[src/rtl/fp_pkg.sv]
// Shared binary32 definitions: field widths, constants, field-slice helpers
// and the accumulator state enum.
package fp_pkg;

    localparam int unsigned FP_W  = 32;
    localparam int unsigned EXP_W = 8;
    localparam int unsigned MAN_W = 23;

    localparam logic [FP_W-1:0]  FP_ZERO = 32'h0000_0000;
    localparam logic [EXP_W-1:0] EXP_SAT = 8'hFF;

    typedef enum logic [1:0] {
        IDLE = 2'd0,
        ACC  = 2'd1,
        HOLD = 2'd2
    } acc_state_e;

    // Sign bit of a binary32 word.
    function automatic logic fp_sign(input logic [FP_W-1:0] x);
        return x[FP_W-1];
    endfunction

    // Biased exponent field of a binary32 word.
    function automatic logic [EXP_W-1:0] fp_exp(input logic [FP_W-1:0] x);
        return x[FP_W-2 -: EXP_W];
    endfunction

    // Mantissa field of a binary32 word.
    function automatic logic [MAN_W-1:0] fp_man(input logic [FP_W-1:0] x);
        return x[MAN_W-1:0];
    endfunction

endpackage

[src/rtl/fp_accumulator_if.sv]
// Operand stream, total stream, adder tap and status signals of fp_accumulator.
// slave = accumulator side, master = environment side.
interface fp_accumulator_if
    import fp_pkg::*;
#(
    parameter int unsigned CNT_W = 9
);

    logic             in_valid;
    logic             in_ready;
    logic [FP_W-1:0]  in_data;
    logic             in_last;

    logic [FP_W-1:0]  add_a;
    logic [FP_W-1:0]  add_b;
    logic [FP_W-1:0]  add_s;

    logic             out_valid;
    logic             out_ready;
    logic [FP_W-1:0]  out_data;
    logic [CNT_W-1:0] out_count;

    logic             busy;
    logic             ovf;

    modport slave (
        input  in_valid, in_data, in_last, out_ready, add_s,
        output in_ready, out_valid, out_data, out_count, add_a, add_b, busy, ovf
    );

    modport master (
        output in_valid, in_data, in_last, out_ready, add_s,
        input  in_ready, out_valid, out_data, out_count, add_a, add_b, busy, ovf
    );

endinterface

[src/rtl/fp_accumulator.sv]
// Streaming binary32 frame accumulator wrapped around an external
// combinational fp_adder (a = running sum, b = incoming operand).
// Optional: define FP_ACC_OVF_EN to build the sticky exponent-saturation flag.
module fp_accumulator
    import fp_pkg::*;
#(
    parameter int unsigned MAX_LEN = 256,
    parameter int unsigned CNT_W   = 9
) (
    input  logic            clk,
    input  logic            rst_n,
    fp_accumulator_if.slave bus
);

    localparam logic [CNT_W-1:0] CNT_MAX = CNT_W'(MAX_LEN);

    acc_state_e       state_q, state_d;
    logic [FP_W-1:0]  acc_q, acc_d;
    logic [CNT_W-1:0] cnt_q, cnt_d;
    logic [FP_W-1:0]  out_data_q, out_data_d;
    logic [CNT_W-1:0] out_count_q, out_count_d;
    logic             out_valid_q, out_valid_d;
    logic             in_ready_q, in_ready_d;
    logic             busy_q, busy_d;

    logic             accept;
    logic [CNT_W-1:0] cnt_inc;

    assign accept  = bus.in_valid & in_ready_q;
    assign cnt_inc = cnt_q + CNT_W'(1);

    // Frame sequencing: accumulate on accept, close on in_last or length limit.
    always_comb begin
        state_d     = state_q;
        acc_d       = acc_q;
        cnt_d       = cnt_q;
        out_data_d  = out_data_q;
        out_count_d = out_count_q;
        out_valid_d = out_valid_q;

        case (state_q)
            IDLE, ACC: begin
                // In IDLE acc/cnt are zero, so the same update starts a frame.
                if (accept) begin
                    acc_d   = bus.add_s;
                    cnt_d   = cnt_inc;
                    state_d = ACC;
                    if (bus.in_last || (cnt_inc == CNT_MAX)) begin
                        state_d     = HOLD;
                        out_data_d  = bus.add_s;
                        out_count_d = cnt_inc;
                        out_valid_d = 1'b1;
                    end
                end
            end
            HOLD: begin
                if (bus.out_ready) begin
                    out_valid_d = 1'b0;
                    acc_d       = FP_ZERO;
                    cnt_d       = '0;
                    state_d     = IDLE;
                end
            end
            default: begin
                state_d = IDLE;
            end
        endcase

        in_ready_d = (state_d != HOLD);
        busy_d     = (state_d != IDLE);
    end

    // State and output registers.
    always_ff @(posedge clk or negedge rst_n) begin
        if (!rst_n) begin
            state_q     <= IDLE;
            acc_q       <= FP_ZERO;
            cnt_q       <= '0;
            out_data_q  <= FP_ZERO;
            out_count_q <= '0;
            out_valid_q <= 1'b0;
            in_ready_q  <= 1'b0;
            busy_q      <= 1'b0;
        end else begin
            state_q     <= state_d;
            acc_q       <= acc_d;
            cnt_q       <= cnt_d;
            out_data_q  <= out_data_d;
            out_count_q <= out_count_d;
            out_valid_q <= out_valid_d;
            in_ready_q  <= in_ready_d;
            busy_q      <= busy_d;
        end
    end

`ifdef FP_ACC_OVF_EN
    logic ovf_q, ovf_d;

    // Sticky saturation flag, cleared by the total handshake of its frame.
    always_comb begin
        ovf_d = ovf_q;
        if (accept && (fp_exp(bus.add_s) == EXP_SAT)) begin
            ovf_d = 1'b1;
        end else if ((state_q == HOLD) && bus.out_ready) begin
            ovf_d = 1'b0;
        end
    end

    // Saturation flag register.
    always_ff @(posedge clk or negedge rst_n) begin
        if (!rst_n) begin
            ovf_q <= 1'b0;
        end else begin
            ovf_q <= ovf_d;
        end
    end

    assign bus.ovf = ovf_q;
`else
    assign bus.ovf = 1'b0;
`endif

    assign bus.in_ready  = in_ready_q;
    assign bus.add_a     = acc_q;
    assign bus.add_b     = bus.in_data;
    assign bus.out_valid = out_valid_q;
    assign bus.out_data  = out_data_q;
    assign bus.out_count = out_count_q;
    assign bus.busy      = busy_q;

endmodule

[src/flat_wrapper.sv]
// flat-port wrapper written by rule: the top's interface ports become plain ports
module fp_accumulator_flat import fp_pkg::*;
#(
    parameter int unsigned MAX_LEN = 256,
    parameter int unsigned CNT_W   = 9
)
  (clk, rst_n, bus_in_valid, bus_in_data, bus_in_last, bus_out_ready, bus_add_s, bus_in_ready, bus_out_valid, bus_out_data, bus_out_count, bus_add_a, bus_add_b, bus_busy, bus_ovf);
  fp_accumulator_if #(.CNT_W(CNT_W)) bus_i ();
  input  logic clk;
  input  logic rst_n;
  input wire logic [$bits(bus_i.in_valid)-1:0] bus_in_valid;
  input wire logic [$bits(bus_i.in_data)-1:0] bus_in_data;
  input wire logic [$bits(bus_i.in_last)-1:0] bus_in_last;
  input wire logic [$bits(bus_i.out_ready)-1:0] bus_out_ready;
  input wire logic [$bits(bus_i.add_s)-1:0] bus_add_s;
  output wire logic [$bits(bus_i.in_ready)-1:0] bus_in_ready;
  output wire logic [$bits(bus_i.out_valid)-1:0] bus_out_valid;
  output wire logic [$bits(bus_i.out_data)-1:0] bus_out_data;
  output wire logic [$bits(bus_i.out_count)-1:0] bus_out_count;
  output wire logic [$bits(bus_i.add_a)-1:0] bus_add_a;
  output wire logic [$bits(bus_i.add_b)-1:0] bus_add_b;
  output wire logic [$bits(bus_i.busy)-1:0] bus_busy;
  output wire logic [$bits(bus_i.ovf)-1:0] bus_ovf;
  assign bus_i.in_valid = bus_in_valid;
  assign bus_i.in_data = bus_in_data;
  assign bus_i.in_last = bus_in_last;
  assign bus_i.out_ready = bus_out_ready;
  assign bus_i.add_s = bus_add_s;
  assign bus_in_ready = bus_i.in_ready;
  assign bus_out_valid = bus_i.out_valid;
  assign bus_out_data = bus_i.out_data;
  assign bus_out_count = bus_i.out_count;
  assign bus_add_a = bus_i.add_a;
  assign bus_add_b = bus_i.add_b;
  assign bus_busy = bus_i.busy;
  assign bus_ovf = bus_i.ovf;
  fp_accumulator #(.MAX_LEN(MAX_LEN), .CNT_W(CNT_W)) u_core (.clk(clk), .rst_n(rst_n), .bus(bus_i));
endmodule
[config.mk]
export PLATFORM = sky130hd
export DESIGN_NAME = fp_accumulator_flat
export DESIGN_NICKNAME = d
export VERILOG_FILES = /design/src/rtl/fp_pkg.sv /design/src/rtl/fp_accumulator_if.sv /design/src/rtl/fp_accumulator.sv /design/src/flat_wrapper.sv
export SDC_FILE = /design/constraint.sdc
export NUM_CORES = 1
export LEC_CHECK = 0
export CAP_MARGIN = 40
export CORE_UTILIZATION = 45
export DETAILED_ROUTE_END_ITERATION = 10
export DONT_BUFFER_PORTS = 1
export GPL_TIMING_DRIVEN = 0
export SLEW_MARGIN = 5
export SYNTH_ARGS = -nofsm -noshare
export SYNTH_HDL_FRONTEND = slang
export SYNTH_SLANG_ARGS = --single-unit
[constraint.sdc]
create_clock -name clk -period 3.6 [get_ports clk]
set_input_delay 0.72 -clock clk [delete_from_list [all_inputs] [get_ports clk]]
set_output_delay 0.72 -clock clk [all_outputs]
set_load 0.03 [all_outputs]
### Word-level counts from Yosys, hierarchy flattened

Cells that the tools add are included.

* add/sub/neg operators: 1
* eq/ne operators: 7
* muxes and demuxes: 14
* bitwise gates (word level): 1
* reduce and logical (&&, ||, !) cells: 8

Operators with widths (number)
* 32-bit 2-to-1 mux: 2
* 32-bit one-hot mux with 2 select lines: 1
* 9-bit 2-to-1 mux: 2
* 9-bit one-hot mux with 2 select lines: 1
* 9-bit by 1-bit adder with 9-bit output, second input constant: 1
* 9-bit == test, second input constant: 1
* 2-bit 2-to-1 mux: 3
* 3-bit AND reduction: 2
* 2-bit by 1-bit inequality test with 1-bit output, second input constant: 2
* 2-bit inequality test, second input constant: 2
* 2-bit one-hot mux with 2 select lines: 1
* 4-bit AND reduction: 1
* 2-bit nonzero test: 2
* 1-bit 2-to-1 mux: 3
* 2-bit by 1-bit == test with 1-bit output, second input constant: 1
* 2-bit == test, second input constant: 1
* 2-bit zero test: 1
* 1-bit one-hot mux with 2 select lines: 1
* 2-bit OR reduction: 1
* 1-bit AND: 1
* 1-bit logical OR: 1

* register bits: 87
* input bits: 69
* output and inout port bits: 109
* logic and storage cells: 39

### Depth between registers and ports, before layout

* depth after elaboration: 7
* depth in mapped cells: 8
* mapped depth without buffers: 6

### Least setup slack after synthesis

No wires, ideal clock.

* path kind: in2reg
* start point: input port bus_in_valid
* end point: register u_core.out_data_q[10] (netlist: u_core.bus.out_data[10])
* library setup time: 0.125 ns
* arrival time: 2.175 ns
* required time: 3.475 ns
* slack: 1.300 ns
* stages on the path: 6
* path buffers: 2
* cells stage by stage: nand2_1 -> or2_2 -> clkbuf_1 -> a211oi_4 -> buf_6 -> mux2_4

* longest elaborated chain between the ends: 2

RTL lines
* start, declared: RTL line flat_wrapper.sv:11 `input wire logic [$bits(bus_i.in_valid)-1:0] bus_in_valid;`
* 1-bit AND: RTL line fp_accumulator.sv:29 `assign accept = bus.in_valid & in_ready_q;`
* 3-bit AND reduction (no source line)
* end signal, assigned: RTL line fp_accumulator.sv:88 `out_data_q <= out_data_d;`
* end, declared: RTL line fp_accumulator.sv:20 `logic [FP_W-1:0] out_data_q, out_data_d;`

No other way between the ends.
A chain may end at the register's enable or synchronous reset.

### Worst setup path in the final report

* start point: register u_core.cnt_q[0]
* end point: register u_core.out_data_q[19] (netlist: u_core.bus.out_data[19])

* longest elaborated chain between the ends: 4

RTL lines
* start, declared: RTL line fp_accumulator.sv:19 `logic [CNT_W-1:0] cnt_q, cnt_d;`
* start signal, assigned: RTL line fp_accumulator.sv:87 `cnt_q <= cnt_d;`
* 9-bit by 1-bit adder with 9-bit output: RTL line fp_accumulator.sv:30 `assign cnt_inc = cnt_q + CNT_W'(1);`
* 9-bit == test: RTL line fp_accumulator.sv:48 `if (bus.in_last || (cnt_inc == CNT_MAX)) begin`
* 1-bit logical OR: RTL line fp_accumulator.sv:48
* 3-bit AND reduction (no source line)

No other way between the ends.

==> run_results.csv <==
group,metric,value,unit
setup_path,startpoint_type,"flop",
yosys,synth-seq-cells,87,
setup_path,cp_slowest_stage_delay,0.56,ns
setup_path,cp_data_required_time,3.83,ns
cts,cts_root_buf,"clkbuf_8",
sta,finalMaxSlewViolations,0,
setup_path,path_cells,"ha_1, nand2_1, nor2_1, a31oi_1, a211oi_4, buf_6, mux2_4",
route,ant_nets,0,
floorplanning,dieArea,8980,um^2
sta,clock_skew,0.00877,ns
yosys,postSynthCellCount,285,
route,drtPass1Iterations,4,
sta,fin_crit_sh,72.6,%
sta,hold_viol_final,0,
yosys,synth_top_family_by_area,"multiplexers",
sta,worst_slew_pin_slew,0.538,ns
global_route,grt_first_pass_wirelength,11700,um
yosys,syn_area,3870,um^2
route,viasPerCell,5.57,
place,hpwl,5190,um
cts,cts_num_sinks,87,
yosys,synth-edff-count,0,
final_layout,nets,366,
floorplanning,coreArea,8260,um^2
cts,cts_tree,"done",
yosys,synth-xor-area-share,1.58,%
global_route,grt_pass1_vias,2232,
sta,finalSetupTns,0,ns
cts,clk_latency,0.35,ns
yosys,avgSynthCellArea,13.6,um^2
yosys,synth.area.top_cells,"dfrtp_1 56%, mux2_4 14%, a22o_1 8.1%",
power,cellLeakagePower,1.97,nW
yosys,synth.distinct_cells,37,
cts,ctsHoldBuffers,0,
global_route,antenna_found_initial,0,
yosys,synth_flop_cell,"dfrtp_1",
sta,grt_setup_unrepaired,"false",
floorplanning,start_util,46.9,%
route,via_count,2250,
route,wire_per_inst,19.1,um
worst_hold_path,hold_path_class,"primary input to async pin",
yosys,yosysTopAreaCell,"dfrtp_1",
setup_path,critPathKind,"flop to flop",
run_status,outcome,"completed",
global_route,track_usage,17.7,%
yosys,yosysTopAreaCellShare,56.2,%
place,gp_congestion,0.781,
yosys,synthArstFlopShare,100,%
cts,numCtsBuffers,9,
route,drc,0,
job,cap_viol_max_count,0,
yosys,syn-num-nets,355,
place,io_buffers,0,
sta,slew_headroom,64.1,%
power,p_total,3.22,mW
floorplanning,num_io_pins,178,
global_route,grt.overflow.total,0,
yosys,synth_compound_area_share,12.5,%
power,ir_drop,338,uV
yosys,yosysSeqAreaShare,56.2,%
yosys,synth-simple-area-share,4.62,%
sta,setup-violations-final,0,
sta,period_minus_slack,2.61,ns
global_route,grt_max_degree,88,
cts,post_cts_buffers,0,
floorplanning,die_h,94.8,um
cts,ctsResizeCount,0,
final_layout,drive_gt1_share,32.4,%
setup_path,cp-end-kind,"flop",
setup_path,critical_path.slowest_cell,"a211oi_4",
final_layout,syn2layout_area_growth,8.17,%
yosys,muxShareOfSynthArea,15.5,%
route,totalWireLength,7720,um
power,power_density,768,nW/um^2
yosys,yosysWarnings,0,
floorplanning,row_count,33,
floorplanning,die_x,94.8,um
setup_path,cp.arrival,2.84,ns
cts,clock_path_buffers,2,
setup_path,critPathMaxFanout,10,
yosys,synth_fa_ha_area_share,0.323,%
route,drtIter0Drc,109,
cts,cts.reportedPaths.clkPinSlew,0.08,ns
cts,cts_max_level,3,
sta,clock.fmax,0.383,GHz
final_layout,n_antenna_cell,0,
## cell usage after synthesis, types with 2 or more instances
cell type and n:
a21oi_1 3, a22o_1 36, and2_1 3, buf_4 33
buf_6 5, clkbuf_1 10, dfrtp_1 87, inv_1 2
mux2_2 3, mux2_4 37, nand2_1 9, nand3_1 3
nand3b_1 2, nand4_1 3, nor2_1 9, o21ai_0 12
o21ai_1 2, o31ai_1 2, xnor2_1 2, xor2_1 5
## power breakdown
part,switching (mW),internal [mW]
sequential,0.739,1.24
clock,0.335,0.330
combinational,0.235,0.343
total,1.31,1.91
## cells by family after synthesis
group / after synthesis
AOI/OAI and AO/OA: 61
adders and majority gates: 1
other: 1
muxes: 41
and+or+nand+nor: 35
xor gates and xnor gates: 7
buffers and inverters: 52
DFF: 87
## stage by stage
stage                     hold slack [ns]  std cells  cell area, um^2  utilization [%]  worst slack (ns)
after floorplan                     0.424        285             3870                -              1.30
after global placement              0.426        390             4010             48.5             0.968
after global routing               0.0265        404             4190             50.7             0.758
after CTS                          0.0358        404             4190             50.7             0.957
final                              0.0521        404             4190             50.7             0.988
after detailed placement            0.427        390             4010             48.5             0.979
## routing by layer
layer / global-route usage (%) / share of wire [%] / wire length, um
met3: 7.49 / 9.8 / 755
met2: 26.1 / 46 / 3560
met5: 0 / 0 / 0
met4: 7.70 / 1.8 / 141
met1: 22.7 / 42 / 3260
## path summary, 6_finish.rpt
kind / slack [ns] / to / cells past startpoint / from
hold / removal: 0.05 / u_core.bus.out_data[5] / 0 / rst_n
setup / recovery: 0.99 / u_core.bus.out_data[19] / 7 / u_core.cnt_q[0]
setup reg to reg: 0.99 / u_core.bus.out_data[19] / 7 / u_core.cnt_q[0]
min in group clk: 0.50 / u_core.bus.add_a[10] / 1 / bus_add_s[10]
max in group asynchronous: 3.43 / u_core.bus.add_a[29] / 0 / rst_n
hold reg to reg: 0.59 / u_core.bus.in_ready / 1 / u_core.state_q[1]
## flip-flops by register name (all words and copies together) (netlist names)
signal                cells
u_core.bus.out_data      32
u_core.bus.out_count      9
u_core.bus.add_a         32
u_core.state_q            2
u_core.bus.busy           1
u_core.cnt_q              9
u_core.bus.out_valid      1
u_core.bus.in_ready       1
## layout make-up
cell class                 instances  area (um^2)
fill                             757         4070
sequential                        87         2180
multi-input combinational        146         1340
buffer                            50          350
clock buffer                      10          138
tap                              105          131
clock inverter                     4         47.5
inverter                           2         7.51
## cell usage in the layout, fill, tap and decap left out, types with 3 or more instances in the layout
master,n
a22o_1,36
buf_4,33
dfrtp_1,87
nand3_1,3
clkbuf_1,10
buf_6,5
nand2_1,9
o21ai_0,12
xor2_1,5
nor2_1,9
and2_1,3
mux2_2,3
nand4_1,3
a21oi_1,3
clkbuf_8,10
mux2_4,37
## critical path: cells and delay by family, from the launching register on
kind	cells	cell delay (ns)
AO/OA/AOI/OAI	2	0.77
flip-flops	1	0.48
AND/OR/NAND/NOR	2	0.35
adder cells (fa/ha/maj)	1	0.32
multiplexers	1	0.31
buffers and inverters	1	0.26
No activity file was read; power rests on OpenSTA's default activity.
